[src/rtl/speck_iterative_core.sv]
// Iterative SPECK encrypt/decrypt core (alpha = 8, beta = 3) with a cached round-key buffer.
// The key is expanded once into the buffer; decryption walks the buffer backwards.
module speck_iterative_core #(
    parameter int WORD_SIZE = 64,
    parameter int KEY_WORDS = 2,
    parameter int NR_ROUNDS = 32
) (
    input  logic                           clk,
    input  logic                           rst_n,
    input  logic                           signal_start,
    input  logic                           mode,
    input  logic [KEY_WORDS*WORD_SIZE-1:0] key,
    input  logic                           key_invalidate,
    input  logic [2*WORD_SIZE-1:0]         data_in,
    output logic [2*WORD_SIZE-1:0]         data_out,
    output logic                           finished,
    output logic                           busy,
    output logic [1:0]                     state_response
);
    localparam int CTR_W = (NR_ROUNDS > 1) ? $clog2(NR_ROUNDS) : 1;
    localparam logic [CTR_W-1:0] LAST = CTR_W'(NR_ROUNDS - 1);

    typedef enum logic [1:0] {
        ST_IDLE   = 2'd0,
        ST_EXPAND = 2'd1,
        ST_ROUND  = 2'd2,
        ST_DONE   = 2'd3
    } state_t;

    state_t                         state_q;
    logic [CTR_W-1:0]               ctr_q;
    logic                           key_valid_q;
    logic                           mode_q;
    logic [KEY_WORDS*WORD_SIZE-1:0] pend_key_q;
    logic [KEY_WORDS*WORD_SIZE-1:0] cached_key_q;
    logic [WORD_SIZE-1:0]           k_q;
    logic [WORD_SIZE-1:0]           l_q [KEY_WORDS-1];
    logic [WORD_SIZE-1:0]           x_q;
    logic [WORD_SIZE-1:0]           y_q;
    logic [2*WORD_SIZE-1:0]         data_out_q;
    logic                           finished_q;
    logic                           busy_q;
    logic [WORD_SIZE-1:0]           rk_mem [NR_ROUNDS];

    logic [WORD_SIZE-1:0] l_new_d;
    logic [WORD_SIZE-1:0] k_d;
    logic [WORD_SIZE-1:0] l_d [KEY_WORDS-1];
    logic [CTR_W-1:0]     rd_idx_d;
    logic [WORD_SIZE-1:0] rk_d;
    logic [WORD_SIZE-1:0] x_d;
    logic [WORD_SIZE-1:0] y_d;

    function automatic logic [WORD_SIZE-1:0] ror8(input logic [WORD_SIZE-1:0] v);
        return {v[7:0], v[WORD_SIZE-1:8]};
    endfunction

    function automatic logic [WORD_SIZE-1:0] rol8(input logic [WORD_SIZE-1:0] v);
        return {v[WORD_SIZE-9:0], v[WORD_SIZE-1:WORD_SIZE-8]};
    endfunction

    function automatic logic [WORD_SIZE-1:0] ror3(input logic [WORD_SIZE-1:0] v);
        return {v[2:0], v[WORD_SIZE-1:3]};
    endfunction

    function automatic logic [WORD_SIZE-1:0] rol3(input logic [WORD_SIZE-1:0] v);
        return {v[WORD_SIZE-4:0], v[WORD_SIZE-1:WORD_SIZE-3]};
    endfunction

    // Key-schedule step and shared round datapath (encrypt or inverse round).
    always_comb begin
        l_new_d = (k_q + ror8(l_q[0])) ^ WORD_SIZE'(ctr_q);
        k_d     = rol3(k_q) ^ l_new_d;
        for (int i = 0; i < KEY_WORDS - 2; i++) begin
            l_d[i] = l_q[i+1];
        end
        l_d[KEY_WORDS-2] = l_new_d;
        rd_idx_d = mode_q ? (LAST - ctr_q) : ctr_q;
        rk_d     = rk_mem[rd_idx_d];
        if (mode_q) begin
            y_d = ror3(x_q ^ y_q);
            x_d = rol8((x_q ^ rk_d) - y_d);
        end else begin
            x_d = (ror8(x_q) + y_q) ^ rk_d;
            y_d = rol3(y_q) ^ x_d;
        end
    end

    // Round-key buffer: written only while expanding, contents survive reset.
    always_ff @(posedge clk) begin
        if (rst_n && (state_q == ST_EXPAND)) begin
            rk_mem[ctr_q] <= k_q;
        end
    end

    // Control FSM with registered outputs and working registers.
    always_ff @(posedge clk) begin
        if (!rst_n) begin
            state_q      <= ST_IDLE;
            ctr_q        <= '0;
            key_valid_q  <= 1'b0;
            mode_q       <= 1'b0;
            pend_key_q   <= '0;
            cached_key_q <= '0;
            k_q          <= '0;
            for (int i = 0; i < KEY_WORDS - 1; i++) begin
                l_q[i] <= '0;
            end
            x_q          <= '0;
            y_q          <= '0;
            data_out_q   <= '0;
            finished_q   <= 1'b0;
            busy_q       <= 1'b0;
        end else begin
            finished_q <= 1'b0;
            case (state_q)
                ST_IDLE: begin
                    if (signal_start) begin
                        mode_q     <= mode;
                        pend_key_q <= key;
                        k_q        <= key[WORD_SIZE-1:0];
                        for (int i = 0; i < KEY_WORDS - 1; i++) begin
                            l_q[i] <= key[(i+1)*WORD_SIZE +: WORD_SIZE];
                        end
                        x_q    <= data_in[2*WORD_SIZE-1:WORD_SIZE];
                        y_q    <= data_in[WORD_SIZE-1:0];
                        ctr_q  <= '0;
                        busy_q <= 1'b1;
                        if (key_valid_q && (key == cached_key_q) && !key_invalidate) begin
                            state_q <= ST_ROUND;
                        end else begin
                            state_q <= ST_EXPAND;
                        end
                    end
                end
                ST_EXPAND: begin
                    k_q <= k_d;
                    l_q <= l_d;
                    if (ctr_q == LAST) begin
                        cached_key_q <= pend_key_q;
                        key_valid_q  <= 1'b1;
                        ctr_q        <= '0;
                        state_q      <= ST_ROUND;
                    end else begin
                        ctr_q <= ctr_q + CTR_W'(1);
                    end
                end
                ST_ROUND: begin
                    x_q <= x_d;
                    y_q <= y_d;
                    if (ctr_q == LAST) begin
                        ctr_q   <= '0;
                        state_q <= ST_DONE;
                    end else begin
                        ctr_q <= ctr_q + CTR_W'(1);
                    end
                end
                ST_DONE: begin
                    data_out_q <= {x_q, y_q};
                    finished_q <= 1'b1;
                    busy_q     <= 1'b0;
                    state_q    <= ST_IDLE;
                end
                default: begin
                    busy_q  <= 1'b0;
                    state_q <= ST_IDLE;
                end
            endcase
            // Invalidate overrides everything, including a completing expansion.
            if (key_invalidate) begin
                key_valid_q <= 1'b0;
            end
        end
    end

    assign data_out       = data_out_q;
    assign finished       = finished_q;
    assign busy           = busy_q;
    assign state_response = state_q;

endmodule

[config.mk]
export PLATFORM = sky130hd
export DESIGN_NAME = speck_iterative_core
export DESIGN_NICKNAME = d
export VERILOG_FILES = /design/src/rtl/speck_iterative_core.sv
export SDC_FILE = /design/constraint.sdc
export NUM_CORES = 2
export LEC_CHECK = 0
export CORE_MARGIN = 5
export CORE_UTILIZATION = 35
export CTS_CLUSTER_DIAMETER = 50
export DETAILED_ROUTE_END_ITERATION = 7
export HOLD_SLACK_MARGIN = 0.1
export PLACE_DENSITY_LB_ADDON = 0.12
export SYNTH_ARGS = -nofsm -noshare
export SYNTH_HDL_FRONTEND = slang
export SYNTH_SLANG_ARGS = --single-unit
[constraint.sdc]
create_clock -name clk -period 7.7 [get_ports clk]
set_clock_uncertainty 0.2 [all_clocks]
set_input_delay 1.155 -clock clk [delete_from_list [all_inputs] [get_ports clk]]
set_output_delay 1.155 -clock clk [all_outputs]
set_load 0.1 [all_outputs]
# Yosys cells after proc, flatten, opt, wreduce, memory -nomap -nowiden
# Memory sizes are Yosys's and may differ from the RTL's.
# Cells that the tools add are included.
[word_totals]
output_inout_bits = 132
mem_bits_rw = 2048
latch_bits = 0
register_bits = 651
romBits = 0
n_memories = 1
word_cells = 76
[op_classes]
div = 0
multipliers = 0
mux = 24
shift = 0
bitwise_logic = 7
n_reduce_logical = 18
eq_ne = 8
add_sub_neg = 5
n_lt_le_gt_ge = 0
[memory_table]
columns = ["memory", "depth", "word_bits", "rd", "rd_ports_with_merged_regs", "write_ports", "line_no", "source"]
rows = [
  ["rk_mem", 32, 64, 1, 0, 1, "43", "logic [WORD_SIZE-1:0] rk_mem [NR_ROUNDS];"],
]
[ops]
columns = ["operator", "n"]
rows = [
  ["64-bit case mux with 2 select lines", 4],
  ["64-bit two-way mux", 6],
  ["64-bit bitwise XOR", 5],
  ["64-bit adder", 2],
  ["128-bit equality test", 1],
  ["64-bit subtractor", 1],
  ["64-bit by 5-bit bitwise XOR with 64-bit output", 1],
  ["5-bit two-way mux", 3],
  ["2-bit AND reduction", 6],
  ["5-bit case mux with 2 select lines", 1],
  ["2-bit two-way mux", 4],
  ["2-bit case mux with 4 select lines", 1],
  ["2-bit nonzero test", 4],
  ["5-bit by 1-bit adder with 5-bit output, second input constant", 1],
  ["5-bit equality test, second input constant", 1],
  ["5-bit subtractor, first input constant", 1],
  ["2-bit equality test, second input constant", 2],
  ["1-bit two-way mux", 4],
  ["2-bit != test, second input constant", 2],
  ["2-bit OR reduction", 2],
  ["1-bit logical AND", 3],
  ["3-bit AND reduction", 1],
  ["2-bit by 1-bit equality test with 1-bit output, second input constant", 1],
  ["2-bit logical NOT", 1],
  ["other kinds (4)", 4],
]

# Logic depth before layout (Yosys ltp)
# An unclocked memory read counts as a cell.
[logic_depth]
ltp_word = 7
mapped_depth = 26

# Worst setup path before layout
# No wires, ideal clock.
[synth_path]
path_type = "reg-to-reg"
start = "register state_q[0], in the netlist state_response[0]"
end = "memory rk_mem[26][0] (enable)"
path_buffers = 3
setup_time_ns = 0.487
stages_incl_launch_ff = 7
arrival_ns = 5.110
setup_slack_ns = 1.904
cell_sequence = "dfxtp_1 -> ha_1 -> clkbuf_1 -> clkbuf_1 -> clkbuf_1 -> nand3_1 -> nor2_1"
[synth_via]
elab_chain_cells = 4
[synth_lines]
columns = ["element", "line_no", "source"]
rows = [
  ["from (decl)", "30", "state_t state_q;"],
  ["from (signal assigned)", "98", "state_q <= ST_IDLE;"],
  ["from (signal assigned)", "129", "state_q <= ST_ROUND;"],
  ["from (signal assigned)", "131", "state_q <= ST_EXPAND;"],
  ["2-bit by 1-bit equality test with 1-bit output", "90", "if (rst_n && (state_q == ST_EXPAND)) begin"],
  ["1-bit logical AND", "90", ""],
  ["1-bit two-way mux", "90", ""],
  ["1-bit two-way mux (not written as such)", "91", "rk_mem[ctr_q] <= k_q;"],
  ["to (decl)", "43", ""],
]
# No other way between the ends.

# Worst setup path after layout
[layout_path]
start = "register mode_q"
end = "register x_q[4]"
[layout_via]
elab_chain_cells = 6
word_cells_on_any_way = 7
[layout_lines]
columns = ["element", "line_no", "source"]
rows = [
  ["from (decl)", "33", "logic mode_q;"],
  ["from (signal assigned)", "118", "mode_q <= mode;"],
  ["5-bit two-way mux", "77", "rd_idx_d = mode_q ? (LAST - ctr_q) : ctr_q;"],
  ["memory 32 x 64 bit", "--", ""],
  ["64-bit bitwise XOR", "81", "x_d = rol8((x_q ^ rk_d) - y_d);"],
  ["64-bit subtractor", "81", ""],
  ["64-bit two-way mux *", "79", "if (mode_q) begin"],
  ["64-bit case mux with 2 select lines *", "115", "case (state_q)"],
  ["to (signal assigned)", "124", "x_q <= data_in[2*WORD_SIZE-1:WORD_SIZE];"],
  ["to (decl)", "38", "logic [WORD_SIZE-1:0] x_q;"],
]
# Mark *: on every way between the ends. The rest lies on a longest branch, timed or not.
# A chain may end at the register's enable or synchronous reset.

==> flow_metrics.tcl <==
set metrics [dict create \
    cts_hold_buf 0 \
    holdWs_ps 248.4 \
    start_kind "flip-flop" \
    max-cap-violations 0 \
    io_buffer_count 392 \
    io_pins 393 \
    placementRows 218 \
    slew_viol_final 0 \
    critical_path.max_fanout 21 \
    antenna_found_initial 29 \
    yosysSeqAreaShare_pct 60.22 \
    die_area_sq_um 365600 \
    grt_pass1_wl_mm 734.2 \
    core-area_sq_um 352400 \
    ys.flop_type "edfxtp_1" \
    arrival_ps 7840 \
    async_flop_share_pct 0 \
    final_nets 11470 \
    p_leak_nw 49.62 \
    rsz0062_at_grt "false" \
    fill_cells 33360 \
    setup_violations 0 \
    cpMostUsedCell "buf_4" \
    final-hold-violation-count 0 \
    critPathKind "reg2reg" \
    ir_worst_vdd_uv 275.4 \
    synth_top_cell_area_share_pct 49.69 \
    dr.pass1.iters 6 \
    setup_tns_ps 0 \
    wl_mm 532.4 \
    crit_path_end_kind "flip-flop" \
    startpoint "mode_q" \
    synth_nets 10980 \
    hp-start "pend_key_q[8]" \
    cts-root-buf "clkbuf_16" \
    critPathSlowestCell "dfxtp_4" \
    fin_area_sq_um 147300 \
    syn_area_sq_um 123800 \
    wire_per_inst_um 33.22 \
    first_global_vias 91470 \
    yosys.area.top_type "edfxtp_1" \
    cts_setup_buffers 0 \
    synth.distinct_cells 99 \
    clk_pin_slew_ps 60 \
    instances_no_fill 16030 \
    drtAntennaViolNets 0 \
    place_area_sq_um 134900 \
    power_density_nw_per_um2 440.2 \
    cpPeakStageDelay_ps 580 \
    grt_use_total_pct 28.07 \
    initial_core_util_pct 35.12 \
    timing.final.crit_period_ps 7236 \
    cts_buffers 360 \
    clock_sinks 2699 \
    cts_max_path_buffers 4 \
    drt_first_iter_violations 11430 \
    fin_crit_sh_pct 93.97 \
    hold_class "reg2reg" \
    run_status "completed" \
    clkLatencyLatePin_ps 940 \
    synth_edf_count 2048 \
    drc_errors 0 \
    synth-seq-cells 2699 \
    die-height_um 604.6 \
    grt-ovfl-total 0 \
    cts_max_level 5 \
    drive_gt1_share_pct 11.92 \
    dp.cells 15360 \
    hpwl_mm 339.8 \
    synthTopCellsByArea "edfxtp_1, dfxtp_1, nand2_1, a21oi_1, mux4_2" \
    synth_cells 10510 \
    gp_congestion 0.9085 \
    tightest_slew_ps 1353 \
    syn_area_per_cell_sq_um 11.77 \
    crit_family "compound AO/OA/AOI/OAI gates" \
    clock.fmax_ghz 0.1382 \
    area_delta_synth_final_pct 19.00 \
    die_x_um 604.6 \
    fin_total_pwr_w 0.06482 \
    yosysWarnings 0 \
    tritoncts "yes" \
    vias_per_cell 5.881 \
    path_buf_inv 5 \
    crit_required_ps 8310 \
    crit_chain "xor2_4, buf_12, buf_12, mux4_2, nand2_1, and3_1, a311oi_1, a31oi_1, buf_4, xnor2_1, ha_1, o21ai_0, a21oi_1, o311ai_1, buf_4, o21ai_0, buf_4, a311oi_1, nor3_1, a31o_2, a41o_1, a211oi_1, xor2_1, a2111oi_0" \
    rr_startpoint "mode_q" \
    grt_max_degree 195 \
    slew_headroom_pct 9.571 \
    vias 94270 \
    cts_resized 0 \
]
per-layer routing:
metal | GRT usage [%] | up-vias | routed length, um | part of all wire (%)
li1 | - | 40520 | - | -
met1 | 39.41 | 48600 | 230400 | 43
met2 | 44.06 | 4262 | 240200 | 45
met3 | 3.805 | 885 | 37450 | 7.0
met4 | 10.98 | 10 | 24270 | 4.6
met5 | 0.1698 | - | 130 | 0.024
tightest hold or removal path, delay by kind of cell, from the launching register on:
family          cells  cell delay [ps]
flops               1              300
simple gates        1               50
compound gates      1               50
layout make-up:
class	count	area (sq um)	area share (%)
flip-flops and latches	2699	74550	50.62
diodes	8	20.02	0.01359
inverters	110	425.4	0.2889
clock inverters	237	2897	1.967
clock buffers	422	9492	6.445
repair buffers	832	7988	5.424
multi-input cells	6991	45990	31.23
well taps	4730	5918	4.018
report_power, final:
group          switching (W)  internal (W)  leakage [nW]  total (W)
registers            0.00114        0.0175          24.1     0.0186
clock network        0.00688        0.0105          5.95     0.0174
logic                 0.0191       0.00976          19.5     0.0288
layout by cell type, fill, tap and decap left out, drive strengths merged, types with 63 or more instances in the layout:
| master | netlist | final |
|---|---|---|
| clkdlybuf4s50 | 0 | 391 |
| nor2 | 490 | 490 |
| nand3 | 301 | 301 |
| dfxtp | 651 | 651 |
| o21ai | 381 | 381 |
| o22ai | 185 | 185 |
| a21oi | 1189 | 1189 |
| ha | 207 | 207 |
| edfxtp | 2048 | 2048 |
| clkinv | 2 | 116 |
| xor2 | 166 | 166 |
| nand4 | 78 | 78 |
| nor3 | 69 | 69 |
| a21o | 125 | 125 |
| a22oi | 142 | 142 |
| or3 | 78 | 78 |
| o221ai | 63 | 63 |
| xnor2 | 411 | 411 |
| nand2 | 1659 | 1659 |
| clkbuf | 410 | 422 |
| mux4 | 197 | 197 |
| mux2i | 349 | 349 |
| buf | 301 | 441 |
| o211ai | 70 | 70 |
| o2111ai | 75 | 75 |
| a211oi | 91 | 91 |
| inv | 108 | 148 |
| a31oi | 86 | 86 |
state kept, by name, indices dropped and copies added, names as in the netlist:
register / count
key_valid_q: 1
ctr_q: 5
y_q: 64
rk_mem: 2048
data_out: 128
k_q: 64
l_q: 64
mode_q: 1
state_response: 2
x_q: 64
pend_key_q: 128
cached_key_q: 128
busy: 1
finished: 1
final timing paths:
path,endpoint,slack [ps],cells after the start
worst max-delay path,x_q[4],460,24
worst min register to register,cached_key_q[8],250,2
worst min-delay path,cached_key_q[8],250,2
worst max register to register,x_q[4],460,24
through the flow:
step | setup WS [ps] | utilization (%)
after floorplan | 1904 | -
after global placement | 578.0 | 38.27
after detailed placement | 660.8 | 38.27
after CTS | 627.2 | 41.79
after global routing | 200.1 | 41.79
final | 464.1 | 41.79
cell families (layout without fill, tap and decap cells):
family	Yosys count	in the layout	synth area share [%]
other cells	0	8	0
simple gates	2853	2853	9.770
buf+inv	821	1601	3.107
mux	564	564	6.587
fa+ha+maj	210	210	2.141
xor+xnor	582	582	4.204
compound gates	2782	2782	13.97
flops	2699	2699	60.22
cell usage after synthesis, types with 157 or more instances:
cell type     n
xnor2_1     409
clkbuf_1    410
mux2i_1     349
edfxtp_1   2048
o22ai_1     185
nor2_1      490
a21oi_1    1188
ha_1        207
nand2_1    1659
nand3_1     301
o21ai_0     363
mux4_2      192
dfxtp_1     651
xor2_1      165
buf_2       157
(Power assumes the default switching activity.)
